## config.mk

```make
export PLATFORM = sky130hd
export DESIGN_NAME = debug_host_link
export DESIGN_NICKNAME = d
export VERILOG_FILES = /design/src/rtl/debug_pkg.sv /design/src/rtl/debug_word_assembler.sv /design/src/rtl/debug_host_link.sv
export SDC_FILE = /design/constraint.sdc
export NUM_CORES = 1
export LEC_CHECK = 0
export CAP_MARGIN = 20
export CELL_PAD_IN_SITES_DETAIL_PLACEMENT = 0
export CELL_PAD_IN_SITES_GLOBAL_PLACEMENT = 1
export CORE_MARGIN = 2
export CORE_UTILIZATION = 37
export CTS_CLUSTER_DIAMETER = 40
export DETAILED_ROUTE_END_ITERATION = 8
export MAX_ROUTING_LAYER = met4
export PLACE_DENSITY = 0.8
export SYNTH_ARGS = -nofsm -noshare
export SYNTH_HDL_FRONTEND = slang
export SYNTH_SLANG_ARGS = --single-unit
```

## constraint.sdc

```tcl
create_clock -name i_clock -period 2.1 [get_ports i_clock]
set_clock_uncertainty 0.15 [all_clocks]
set_input_delay 0.525 -clock i_clock [delete_from_list [all_inputs] [get_ports i_clock]]
set_output_delay 0.525 -clock i_clock [all_outputs]
set_load 0.05 [all_outputs]
```

## src/rtl/debug_pkg.sv

```systemverilog
// Shared debug-link definitions: command codes and bytes, host FSM states, frame layout.
// Used by the host link as well as the debug unit receive/transmit side.
package debug_pkg;

  localparam logic [1:0] CMD_RUN_CONTINUOUS  = 2'd0;
  localparam logic [1:0] CMD_ENTER_STEP_MODE = 2'd1;
  localparam logic [1:0] CMD_STEP            = 2'd2;
  localparam logic [1:0] CMD_RESERVED        = 2'd3;

  localparam logic [7:0] BYTE_RUN_CONTINUOUS  = 8'h43;
  localparam logic [7:0] BYTE_ENTER_STEP_MODE = 8'h53;
  localparam logic [7:0] BYTE_STEP            = 8'h4E;

  typedef enum logic [2:0] {
    ST_IDLE    = 3'd0,
    ST_SEND    = 3'd1,
    ST_WAIT_TX = 3'd2,
    ST_RECV    = 3'd3,
    ST_DONE    = 3'd4,
    ST_ERROR   = 3'd5
  } host_state_e;

  // Word positions inside a dump frame; registers follow from WORD_REG0.
  localparam logic [5:0] WORD_PC     = 6'd0;
  localparam logic [5:0] WORD_CYCLES = 6'd1;
  localparam logic [5:0] WORD_DMEM   = 6'd2;
  localparam logic [5:0] WORD_REG0   = 6'd3;

  function automatic logic [7:0] cmd_to_byte(input logic [1:0] cmd);
    logic [7:0] b;
    case (cmd)
      CMD_RUN_CONTINUOUS:  b = BYTE_RUN_CONTINUOUS;
      CMD_ENTER_STEP_MODE: b = BYTE_ENTER_STEP_MODE;
      CMD_STEP:            b = BYTE_STEP;
      default:             b = 8'h00;
    endcase
    return b;
  endfunction

endpackage

```

## src/rtl/debug_word_assembler.sv

```systemverilog
// Packs little-endian bytes into words; o_word_valid pulses the cycle after the last byte of a word.
// i_clear drops any partial word and restarts at byte 0.
module debug_word_assembler #(
  parameter int NB_DATA = 32,
  parameter int NB_BYTE = 8
) (
  input  logic               i_clock,
  input  logic               i_reset,
  input  logic               i_clear,
  input  logic               i_byte_valid,
  input  logic [NB_BYTE-1:0] i_byte,
  output logic [NB_DATA-1:0] o_word,
  output logic               o_word_valid
);

  localparam int N_BYTES = NB_DATA / NB_BYTE;
  localparam int NB_CNT  = $clog2(N_BYTES);
  localparam logic [NB_CNT-1:0] LAST_BYTE = NB_CNT'(N_BYTES - 1);

  logic [NB_CNT-1:0]  byte_cnt_q, byte_cnt_d;
  logic [NB_DATA-1:0] asm_q, asm_d;
  logic [NB_DATA-1:0] word_q, word_d;
  logic               word_valid_q, word_valid_d;

  always_comb begin
    byte_cnt_d   = byte_cnt_q;
    asm_d        = asm_q;
    word_d       = word_q;
    word_valid_d = 1'b0;
    if (i_clear) begin
      byte_cnt_d = '0;
      asm_d      = '0;
    end else if (i_byte_valid) begin
      asm_d[byte_cnt_q*NB_BYTE +: NB_BYTE] = i_byte;
      byte_cnt_d = byte_cnt_q + 1'b1;
      if (byte_cnt_q == LAST_BYTE) begin
        word_d       = asm_d;
        word_valid_d = 1'b1;
      end
    end
  end

  always_ff @(posedge i_clock) begin
    if (!i_reset) begin
      byte_cnt_q   <= '0;
      asm_q        <= '0;
      word_q       <= '0;
      word_valid_q <= 1'b0;
    end else begin
      byte_cnt_q   <= byte_cnt_d;
      asm_q        <= asm_d;
      word_q       <= word_d;
      word_valid_q <= word_valid_d;
    end
  end

  assign o_word       = word_q;
  assign o_word_valid = word_valid_q;

endmodule

```

## src/rtl/debug_host_link.sv

```systemverilog
// Host side of the debug link: sends one command byte, then reassembles the returned dump frame.
// o_pc/o_cycles only change when a whole frame arrives; a timeout or reset discards the partial frame.
module debug_host_link
  import debug_pkg::*;
#(
  parameter int NB_DATA        = 32,
  parameter int NB_BYTE        = 8,
  parameter int N_REGISTERS    = 32,
  parameter int N_WORDS        = 3 + N_REGISTERS,
  parameter int TIMEOUT_CYCLES = 2000000,
  parameter int NB_STATE       = 3
) (
  input  logic                i_clock,
  input  logic                i_reset,
  input  logic                i_cmd_valid,
  input  logic [1:0]          i_cmd,
  output logic                o_cmd_ready,
  output logic [NB_BYTE-1:0]  o_uart_tx_data,
  output logic                o_uart_tx_start,
  input  logic                i_uart_tx_done,
  input  logic [NB_BYTE-1:0]  i_uart_rx_data,
  input  logic                i_uart_rx_done,
  output logic [NB_DATA-1:0]  o_word,
  output logic                o_word_valid,
  output logic [5:0]          o_word_index,
  output logic [NB_DATA-1:0]  o_pc,
  output logic [NB_DATA-1:0]  o_cycles,
  output logic                o_frame_done,
  output logic                o_error,
  output logic [NB_STATE-1:0] o_state
);

  localparam int NB_TIMER = $clog2(TIMEOUT_CYCLES);
  localparam logic [NB_TIMER-1:0] TIMER_MAX = NB_TIMER'(TIMEOUT_CYCLES - 1);
  localparam logic [5:0]          LAST_WORD = 6'(N_WORDS - 1);

  host_state_e         state_q, state_d;
  logic [NB_BYTE-1:0]  tx_byte_q, tx_byte_d;
  logic [NB_TIMER-1:0] timer_q, timer_d;
  logic [5:0]          word_cnt_q, word_cnt_d;
  logic [NB_DATA-1:0]  pc_shadow_q, pc_shadow_d, cycles_shadow_q, cycles_shadow_d;
  logic [NB_DATA-1:0]  pc_q, pc_d, cycles_q, cycles_d;

  logic               asm_clear;
  logic               asm_byte_valid;
  logic [NB_DATA-1:0] asm_word;
  logic               asm_word_valid;

  assign asm_byte_valid = (state_q == ST_RECV) && i_uart_rx_done;

  debug_word_assembler #(.NB_DATA(NB_DATA), .NB_BYTE(NB_BYTE)) u_asm (
    .i_clock      (i_clock),
    .i_reset      (i_reset),
    .i_clear      (asm_clear),
    .i_byte_valid (asm_byte_valid),
    .i_byte       (i_uart_rx_data),
    .o_word       (asm_word),
    .o_word_valid (asm_word_valid)
  );

  always_comb begin
    state_d         = state_q;
    tx_byte_d       = tx_byte_q;
    timer_d         = timer_q;
    word_cnt_d      = word_cnt_q;
    pc_shadow_d     = pc_shadow_q;
    cycles_shadow_d = cycles_shadow_q;
    pc_d            = pc_q;
    cycles_d        = cycles_q;
    asm_clear       = 1'b0;
    case (state_q)
      ST_IDLE: begin
        if (i_cmd_valid && (i_cmd != CMD_RESERVED)) begin
          tx_byte_d = cmd_to_byte(i_cmd);
          state_d   = ST_SEND;
        end
      end
      ST_SEND: state_d = ST_WAIT_TX;
      ST_WAIT_TX: begin
        if (i_uart_tx_done) begin
          if (tx_byte_q == BYTE_ENTER_STEP_MODE) begin
            state_d = ST_IDLE;
          end else begin
            state_d    = ST_RECV;
            timer_d    = '0;
            word_cnt_d = '0;
            asm_clear  = 1'b1;
          end
        end
      end
      ST_RECV: begin
        if (asm_word_valid) begin
          if (word_cnt_q == WORD_PC)     pc_shadow_d     = asm_word;
          if (word_cnt_q == WORD_CYCLES) cycles_shadow_d = asm_word;
          if (word_cnt_q == LAST_WORD) begin
            pc_d     = pc_shadow_q;
            cycles_d = cycles_shadow_q;
            state_d  = ST_DONE;
          end else begin
            word_cnt_d = word_cnt_q + 6'd1;
          end
        end
        // A byte arriving on the expiry cycle still counts and restarts the timer.
        if (i_uart_rx_done) begin
          timer_d = '0;
        end else if (timer_q == TIMER_MAX) begin
          if (state_d == ST_RECV) state_d = ST_ERROR;
        end else begin
          timer_d = timer_q + 1'b1;
        end
      end
      ST_DONE:  state_d = ST_IDLE;
      ST_ERROR: state_d = ST_IDLE;
      default:  state_d = ST_IDLE;
    endcase
  end

  always_ff @(posedge i_clock) begin
    if (!i_reset) begin
      state_q         <= ST_IDLE;
      tx_byte_q       <= '0;
      timer_q         <= '0;
      word_cnt_q      <= '0;
      pc_shadow_q     <= '0;
      cycles_shadow_q <= '0;
      pc_q            <= '0;
      cycles_q        <= '0;
    end else begin
      state_q         <= state_d;
      tx_byte_q       <= tx_byte_d;
      timer_q         <= timer_d;
      word_cnt_q      <= word_cnt_d;
      pc_shadow_q     <= pc_shadow_d;
      cycles_shadow_q <= cycles_shadow_d;
      pc_q            <= pc_d;
      cycles_q        <= cycles_d;
    end
  end

  assign o_cmd_ready     = (state_q == ST_IDLE);
  assign o_uart_tx_start = (state_q == ST_SEND);
  assign o_uart_tx_data  = tx_byte_q;
  assign o_word          = asm_word;
  assign o_word_valid    = asm_word_valid;
  assign o_word_index    = word_cnt_q;
  assign o_pc            = pc_q;
  assign o_cycles        = cycles_q;
  assign o_frame_done    = (state_q == ST_DONE);
  assign o_error         = (state_q == ST_ERROR);
  assign o_state         = NB_STATE'(state_q);

endmodule

```

## After elaboration in Yosys (flattened, before gate mapping)

Index checks and enable logic that the tools add are counted.
W data, S select, Z words.

| operators by class | value |
|---|---|
| add/subtract/negate cells | 4 |
| equality and inequality tests | 20 |
| shifts and indexed selects | 2 |
| mux-type cells | 26 |
| bitwise logic cells | 3 |
| reduce and logical (&&, ||, !) cells | 16 |

Operators by type and width:

| kind | number |
|---|---|
| $mux W21 | 4 |
| $pmux W21 S2 | 1 |
| $neg A5 Y34 | 1 |
| $shift A8 B34 Y32 const A | 1 |
| $shiftx A8 B34 Y32 | 1 |
| $bwmux W32 | 1 |
| $mux W3 | 8 |
| $mux W6 | 4 |
| $add A21 B1 Y21 const B | 1 |
| $eq A21 B21 Y1 const B | 1 |
| $pmux W7 S3 | 1 |
| $pmux W3 S4 | 1 |
| $pmux W6 S2 | 1 |
| $reduce_and A3 Y1 | 4 |
| $eq A3 B2 Y1 const B | 3 |
| $eq A8 B7 Y1 const B | 1 |
| $ne A2 B2 Y1 const B | 4 |
| $add A6 B1 Y6 const B | 1 |
| $eq A3 B3 Y1 const B | 2 |
| $eq A6 B1 Y1 const B | 1 |
| $eq A6 B6 Y1 const B | 1 |
| $logic_not A6 Y1 | 1 |
| $reduce_and A5 Y1 | 1 |
| $eq A2 B2 Y1 const B | 2 |
| other kinds (16) | 24 |

| storage, ports and cells | value |
|---|---|
| register bits | 233 |
| bits of input ports | 15 |
| output and inout bits | 118 |
| logic and storage cells | 83 |

## Depth between registers and ports, before layout

Gate-level depths: netlist of the first run.

| depth | value |
|---|---|
| depth after elaboration | 9 |
| depth in mapped cells | 8 |
| gate-level depth less buffers | 7 |

## Cells and area by module

Synthesis of the first run repeated with hierarchy kept, for this count alone.

| unflattened totals | value |
|---|---|
| cells, all modules | 1039 |
| area, all modules | 9023.7 um^2 |

By module, submodules not included:

| module | times used | cells each | area an instance (um^2) | seq. area each (um^2) |
|---|---|---|---|---|
| debug_host_link | 1 | 781 | 6575.1 | 3243.1 |
| debug_word_assembler | 1 | 258 | 2448.6 | 1181.1 |

## Worst setup path before layout of the first run

OpenSTA, ideal clock, no wires.

| path | value |
|---|---|
| path type | reg-to-output |
| from | reg state_q[0], in the netlist o_state[0] |
| to | out o_uart_tx_start |
| data arrival time | 2208 ps |
| required time | 1425 ps |
| path slack | -783 ps |
| stages on the path, launching flop included | 3 |
| path buffers | 1 |
| cells stage by stage | dfxtp_1 > clkbuf_1 > nor3b_1 |

| between the ends | value |
|---|---|
| word-level cells in the longest chain between the ends | 1 |

RTL lines:

| item | RTL line | RTL |
|---|---|---|
| from (decl) | debug_host_link.sv:37 | `host_state_e state_q, state_d;` |
| from (signal assigned) | debug_host_link.sv:129 | `state_q <= state_d;` |
| $eq A3 B1 Y1 | debug_host_link.sv:141 | `assign o_uart_tx_start = (state_q == ST_SEND);` |
| to (decl) | debug_host_link.sv:19 | `output logic o_uart_tx_start,` |

No other way between the ends.

## Worst setup path in the final report of the first run

| path | value |
|---|---|
| from | reg state_q[1], in the netlist o_state[1] |
| to | out o_cmd_ready |

| between the ends | value |
|---|---|
| word-level cells in the longest chain between the ends | 1 |

RTL lines:

| item | RTL line | RTL |
|---|---|---|
| $logic_not A3 Y1 | debug_host_link.sv:140 | `assign o_cmd_ready = (state_q == ST_IDLE);` |
| to (decl) | debug_host_link.sv:17 | `output logic o_cmd_ready,` |

No other way between the ends.

==> summary.md, run 1 <==
| Metric | Value |
|---|---|
| Status | finished, violations left |
| Failing checks | setup timing |
| Combinational share of power | roughly 6.4% |
| IO buf count | between 100 and 150 |
| Drt total wl | between 20000 and 30000 um |
| Drt drc | 0 |
| Max-cap violations | 0 |
| GPL Wtd Cong | 0.836 |
| Psw | 0.00246 W |
| CP arrival | 1440 ps |
| WP data required | roughly 1400 ps |
| Drt wl/cell | 16.2 um |
| Synth cell types | 60 |
| Critical path's slowest cell | dfxtp_4 |
| DR vias | approximately 8000 |
| GRT Total Usage | approximately a fifth |
| Worst setup SP type | flip-flop |
| N_diodes | 0 |
| Final worst setup slack | -15.5 ps |
| Leak | roughly 4.9 nW |
| Sum of negative setup slack | -25.7 ps |
| Die height | 164 um |
| Seq cells post-synth | approximately 230 |
| Clock Pin Slew Worst Setup and Hold Paths | 60 ps |
| Initial antenna violation count | 0 |
| Slew Limit Fails | 0 |
| DRT antenna net count | 0 |
| RSZ-0062 raised after global routing | yes |
| Post-synth EDFFs | 0 |
| Min cycle time layout | between 2000 and 2500 ps |
| Vias/cell | between 5 and 6 |
| Final period utilization | 101% |
| CTS sink count | ~230 |
| Num rows | 58 |
| Clk root buf | clkbuf_16 |
| Critical Path Max Stage Delay | between 300 and 400 ps |
| IO Count | 133 |
| Clk Latency, worst-skew pair | around 540 ps |
| Final HPWL DP | approximately 17000 um |
| WHS | about 220 ps |
| Clock share of power | slightly above 50% |
| Largest net degree at the start of global routing | roughly 140 |
| Worst Path Max Fanout | 7 |
| Sequential power share | 42.3% |
| Worst Hold Class | in -> reg |
| Area Growth Syn to Fin | 30.4% |
| Number of global-route vias before repair | 7368 |
| Fmax achieved | 0.473 GHz |
| Die area | 0.0268 mm^2 |
| Max clock buf depth | 3 |
| Worst setup path class | reg -> out |
| Total grt overflow | 0 |
| Hold Violations, Final | 0 |
| DRT Pass-1 Iters | 5 |
| CTS tree | done |
| Mapped Cells | around 1100 |
| Peak VDD IR | about 0.53 mV |
| Die Wd | ~160 um |
| CP Cell Sequence | buf_8 -> nor3_4 -> buf_12 |
| CTS HTree Levels | 1 |
| Global-route wire length before repair | 40400 um |
| Starting Density | 37.7% |
| Core Area | 0.0251 mm^2 |
| PD cells | roughly 840 mW/mm^2 |
| Main synth FF type | dfxtp_1 |
| Worst Setup End Kind | primary output |
| Layout Nets | about 1300 |
| P_int | about 0.0079 W |
| YS warnings | 0 |
| Async SR Flop Fraction | 0% |
| CTS Hold Bufs | 0 |
| Mean Syn Cell Area | roughly 8.7 um^2 |
| Setup violations, final | 2 |
| Register area share after synthesis | between 40% and 50% |
| Switching part of the total power | a little under a quarter |
| Synthesized area | 0.00945 mm^2 |
| DR iter-0 viols | 721 |
| Share of cells above drive strength 1 | between 20% and 30% |
| CTS Buf Count | 31 |
| Dpl ws | -248 ps |
layer usage:
| layer | part of all wire [%] | track usage (%) |
|---|---|---|
| met1 | 50 | 27.7 |
| met2 | 44 | 29.3 |
| met3 | 4.2 | 2.55 |
| met4 | 1.6 | 4.15 |
| met5 | 0 | - |
repair_timing:
item                       4_1_cts  5_1_grt
pin swaps                        2        1
buffers inserted                 4        3
resized for setup               10        6
setup endpoints to repair        4       14
power groups by stage:
stage / combinational, W / clock, W / sequential (W)
3_5_place_dp: 0.000604 / 0 / 0.00450
5_1_grt: 0.000707 / 0.00564 / 0.00440
3_3_place_gp: 0.000603 / 0 / 0.00450
6_report: 0.000669 / 0.00534 / 0.00440
2_1_floorplan: 0.000335 / 0 / 0.00454
4_1_cts: 0.000647 / 0.00543 / 0.00440
final cells by class:
type	instances	area, um^2
Fill cell	2434	12800
Sequential cell	229	4600
Multi-Input combinational cell	782	4550
Timing Repair Buffer	183	1660
Clock buffer	37	848
Tap cell	330	413
Clock inverter	20	223
Inverter	6	25.0
cells by family after synthesis:
group | Yosys count | share of synthesized area [%]
AND/OR/NAND/NOR | 476 | 22.8
flip-flops | 229 | 48.5
multiplexers | 1 | 0.106
buffers and inverters | 82 | 4.22
AO/OA/AOI/OAI | 281 | 21.9
adder cells (fa/ha/maj) | 11 | 1.46
XOR/XNOR | 11 | 1.02
other | 1 | 0.0397
cells in the mapped netlist, types with 3 or more instances:
cell type  instances  area [um^2]
nor2b_1           34          213
dfxtp_1          229         4580
xor2_1             4         35.0
buf_2             25          125
and4b_1            3         30.0
nor2_1            52          195
nand3_1            8         40.0
o21ai_0           13         65.1
or4_1              3         22.5
o21a_1             3         22.5
o211ai_1           4         30.0
o2111ai_1          3         26.3
a21boi_0          50          375
nand2b_1           3         18.8
xnor2_1            7         61.3
nand2_1          313         1170
o211a_1           32          320
and4_1             5         43.8
a211oi_1          33          248
a21boi_1          82          616
and3_1             4         25.0
inv_1              6         22.5
or3_1              9         56.3
and2_1             7         43.8
nand4_1            8         50.1
ha_1              11          138
nor3_1             5         25.0
buf_4             10         75.1
buf_6              3         33.8
clkbuf_1          36          135
a21oi_1           49          245
worst max-delay path: cells and delay by family, from the launching register on:
kind	cells	cell delay, ps
AND/OR/NAND/NOR	1	230
buffers and inverters	2	310
flip-flops	1	350
worst paths after layout:
| check | startpoint | endpoint | slack, ps | depth (start not counted) |
|---|---|---|---|---|
| max | o_state[1] | o_cmd_ready | -20 | 3 |
| min | i_reset | u_asm.o_word[22] | 220 | 2 |
| max reg2reg | u_asm.byte_cnt_q[1] | u_asm.o_word[23] | 120 | 7 |
| min reg2reg | pc_shadow_q[20] | pc_shadow_q[20] | 300 | 2 |
per-stage QoR:
stage / util, % / cells / area [um^2] / power [W]
6_report: 49.1 / 1587 / 12300 / 0.0104
5_1_grt: 49.1 / 1587 / 12300 / 0.0107
3_3_place_gp: 44.3 / 1523 / 11100 / 0.00510
4_1_cts: 48.9 / 1584 / 12300 / 0.0105
3_5_place_dp: 44.3 / 1523 / 11100 / 0.00511
2_1_floorplan: - / 1093 / 9500 / 0.00488
flip-flops by register name (all words and copies together) (netlist names):
register / flops
cycles_shadow_q: 32
o_cycles: 32
o_pc: 32
pc_shadow_q: 32
u_asm.asm_q: 32
u_asm.o_word: 32
timer_q: 21
o_word_index: 6
o_uart_tx_data: 4
o_state: 3
u_asm.byte_cnt_q: 2
u_asm.o_word_valid: 1
cell usage in the layout (no fill, tap or decap), types with 13 or more instances in the layout:
cell	instances
nand2_1	313
dfxtp_1	224
buf_4	149
a21boi_1	82
nor2_1	52
a21boi_0	50
a21oi_1	49
nor2b_1	34
a211oi_1	33
o211a_1	32
clkbuf_16	31
buf_12	20
o21ai_0	13
clkdlybuf4s50_1	13
No activity file was read; power rests on OpenSTA's default activity.
==> inputs of run 2 (changes only) <==
- CORE_MARGIN: 2 -> 4
- SLEW_MARGIN: default -> 20
==> run 2 against run 1 <==
The flow now finishes without violations. Global-route usage down 1.3 points. Wire length down 0.60%. Worst hold slack gained 16 ps. First-iteration DRC count fell by 34%. Sequential share of layout area shrank 0.73 points. Register-to-register slack about the same. Fmax up 2.4%. Power increased by 10%. Sequential power is essentially flat. Critical endpoint is now o_error. Largest cell class unchanged.
==> summary.md, run 2 (synthesized netlist as in run 1, its figures left out) <==
| Metric | Value |
|---|---|
| GR Util met2 | 28.0% (-1.3 points) |
| Vias/cell | 5.02 (-0.60%) |
| Most used routing layer | met2 |
| IO Count | 133 (unchanged) |
| Sequential power share | 38.4% (-3.9 points) |
| RSZ-0062 raised after global routing | yes |
| Max clock buf depth | 3 (unchanged) |
| Combinational share of power | 5.7% (-0.7 points) |
| DR vias | 8023 (+0.087%) |
| Worst Path Max Fanout | 7 (unchanged) |
| DR iter-0 viols | 475 (-34%) |
| Leak | 5.05 nW (+2.9%) |
| Hold Violations, Final | 0 (unchanged) |
| Sum of negative setup slack | 0 ps (+25.7 ps) |
| CP arrival | 1390 ps (-50 ps) |
| CP endpoint | o_error |
| Most common cell after layout, fill and taps aside | nand2_1 |
| PD cells | 912 mW/mm^2 (+8.0%) |
| Slew Limit Fails | 0 (unchanged) |
| P_int | 0.00890 W (+12%) |
| Switching part of the total power | 22.4% (-1.3 points) |
| Core Area | 0.0252 mm^2 (+0.29%) |
| N_diodes | 0 (unchanged) |
| GRT Total Usage | 18.1% (-1.3 points) |
| Critical path's slowest cell | dfxtp_4 |
| CTS Buf Count | 37 (+19%) |
| Total grt overflow | 0 (unchanged) |
| Initial antenna violation count | 0 (unchanged) |
| Worst Hold Class | in -> reg |
| CP Launch Point | o_state[1] |
| Drt wl/cell | 16.0 um (-1.3%) |
| Setup violations, final | 0 (-2) |
| Max-cap violations | 0 (unchanged) |
| CTS tree | done |
| Final HPWL DP | 17400 um (+1.5%) |
| Worst Hold Launch | i_reset |
| Fmax achieved | 0.484 GHz (+2.4%) |
| Critical Path Max Stage Delay | 380 ps (+30 ps) |
| Min cycle time layout | 2070 ps (-48.8 ps) |
| CTS Hold Bufs | 0 (unchanged) |
| Clock Pin Slew Worst Setup and Hold Paths | 50 ps (about the same) |
| Die area | 0.0282 mm^2 (+4.9%) |
| GPL Wtd Cong | 0.805 (-3.8%) |
| Worst setup path class | reg -> out |
| Reg-to-reg endpoint | u_asm.o_word[8] |
| CTS sink count | 229 (unchanged) |
| Final period utilization | 98.4% (-2.3 points) |
| Die height | 168 um (+2.4%) |
| Die Wd | 168 um (+2.4%) |
| Clk root buf | clkbuf_16 |
| IO buf count | 130 (unchanged) |
| Worst setup SP type | flip-flop |
| R2r worst-path depth | 6 (-1) |
| Global-route wire length before repair | 40900 um (+1.2%) |
| M1 GR Usage | 24.8% (-2.9 points) |
| Met3 usage | 2.98% (+0.43 points) |
| Peak VDD IR | 0.463 mV (-13%) |
| DRT antenna net count | 0 (unchanged) |
| Share of cells above drive strength 1 | 21.5% (+0.77 points) |
| Num rows | 58 (unchanged) |
| Status | complete, no violations |
| Clk Latency, worst-skew pair | 510 ps (-30 ps) |
| Final Util | 49.9% (+0.84 points) |
| Area Growth Syn to Fin | 33.0% |
| Number of global-route vias before repair | 7495 (+1.7%) |
| Commonest non-fill, non-tap cells in the layout | nand2_1 (313), dfxtp_1 (224), buf_4 (151) |
| Psw | 0.00257 W (+4.4%) |
| Worst Setup End Kind | primary output |
| Drt total wl | 25500 um (-0.60%) |
| CTS HTree Levels | 2 (+1) |
| Largest net degree at the start of global routing | 65 (-52%) |
| Drt drc | 0 (unchanged) |
| CP Cell Sequence | buf_8 -> inv_4 -> and3_4 -> buf_12 |
| Clock share of power | 55.8% (+4.5 points) |
| Register-to-register setup slack | 130 ps (about the same) |
| Starting Density | 37.5% (-0.11 points) |
| WP data required | 1420 ps (about the same) |
| Layout Nets | 1266 (+0.56%) |
| RR Startpoint | u_asm.byte_cnt_q[1] |
| DRT Pass-1 Iters | 5 (unchanged) |
-- run 2: cell count changes in the layout (fill, tap and decap cells not counted), sizes merged --
cell,before,now
buf,170,171
bufinv,3,7
clkbuf,37,43
clkinvlp,5,6
inv,13,12
-- run 2: repair_timing --
item | in CTS | in global routing
endpoints found under the setup margin | 4 | 30
gates resized for setup | 8 | 10
buffers inserted | 3 | 3
-- run 2: how the worst min path moves through the flow --
stage                      end  cells past startpoint
2_1_floorplan     o_cycles[10]                      2
3_3_place_gp          o_pc[30]                      2
3_5_place_dp       o_cycles[7]                      2
4_1_cts        o_word_index[1]                      2
5_1_grt        o_word_index[1]                      2
6_report       o_word_index[1]                      2
-- run 2: through the flow --
step	instance area [um^2]	power [W]	hold slack, ps	setup WS, ps	instances
after global routing	12600	0.0118	235	-19.4	1598
after CTS	12500	0.0116	222	12.9	1595
after floorplan	9500	0.00488	281	-28.4	1093
after global placement	11100	0.00510	290	-228	1525
after detailed placement	11100	0.00511	296	-251	1525
final	12600	0.0115	236	33.3	1598
-- run 2: power by group through the flow --
| stage | logic [W] | registers (W) | clock network (W) |
|---|---|---|---|
| 2_1_floorplan | 0.000335 | 0.00454 | 0 |
| 3_3_place_gp | 0.000604 | 0.00450 | 0 |
| 3_5_place_dp | 0.000605 | 0.00450 | 0 |
| 4_1_cts | 0.000635 | 0.00441 | 0.00654 |
| 5_1_grt | 0.000699 | 0.00441 | 0.00672 |
| 6_report | 0.000659 | 0.00441 | 0.00640 |
-- run 2: layer usage --
| metal | share of wire (%) | wire length [um] | vias to the layer above |
|---|---|---|---|
| met5 | 0 | 0 | - |
| met3 | 5.0 | 1280 | 32 |
| met2 | 46 | 11800 | 172 |
| li1 | - | - | 4027 |
| met4 | 1.7 | 441 | 0 |
| met1 | 47 | 12000 | 3792 |
-- run 2: final cells by class --
class / count / area [um^2]
clock inverter: 24 / 339
sequential: 229 / 4600
inverter: 6 / 25.0
timing repair buffer: 184 / 1650
multi-input combinational: 782 / 4560
fill: 2419 / 12600
tap: 330 / 413
clock buffer: 43 / 978
-- run 2: critical path: cells and delay by family, from the launching register on --
kind / cells / cell delay [ps]
DFF: 1 / 380
buffers and inverters: 3 / 330
and+or+nand+nor: 1 / 170
==> inputs of run 3 (changes only) <==
- GPL_ROUTABILITY_DRIVEN: default -> 0
==> results of run 3 <==
Final layout, timing and power as in run 2 (identical DEF).
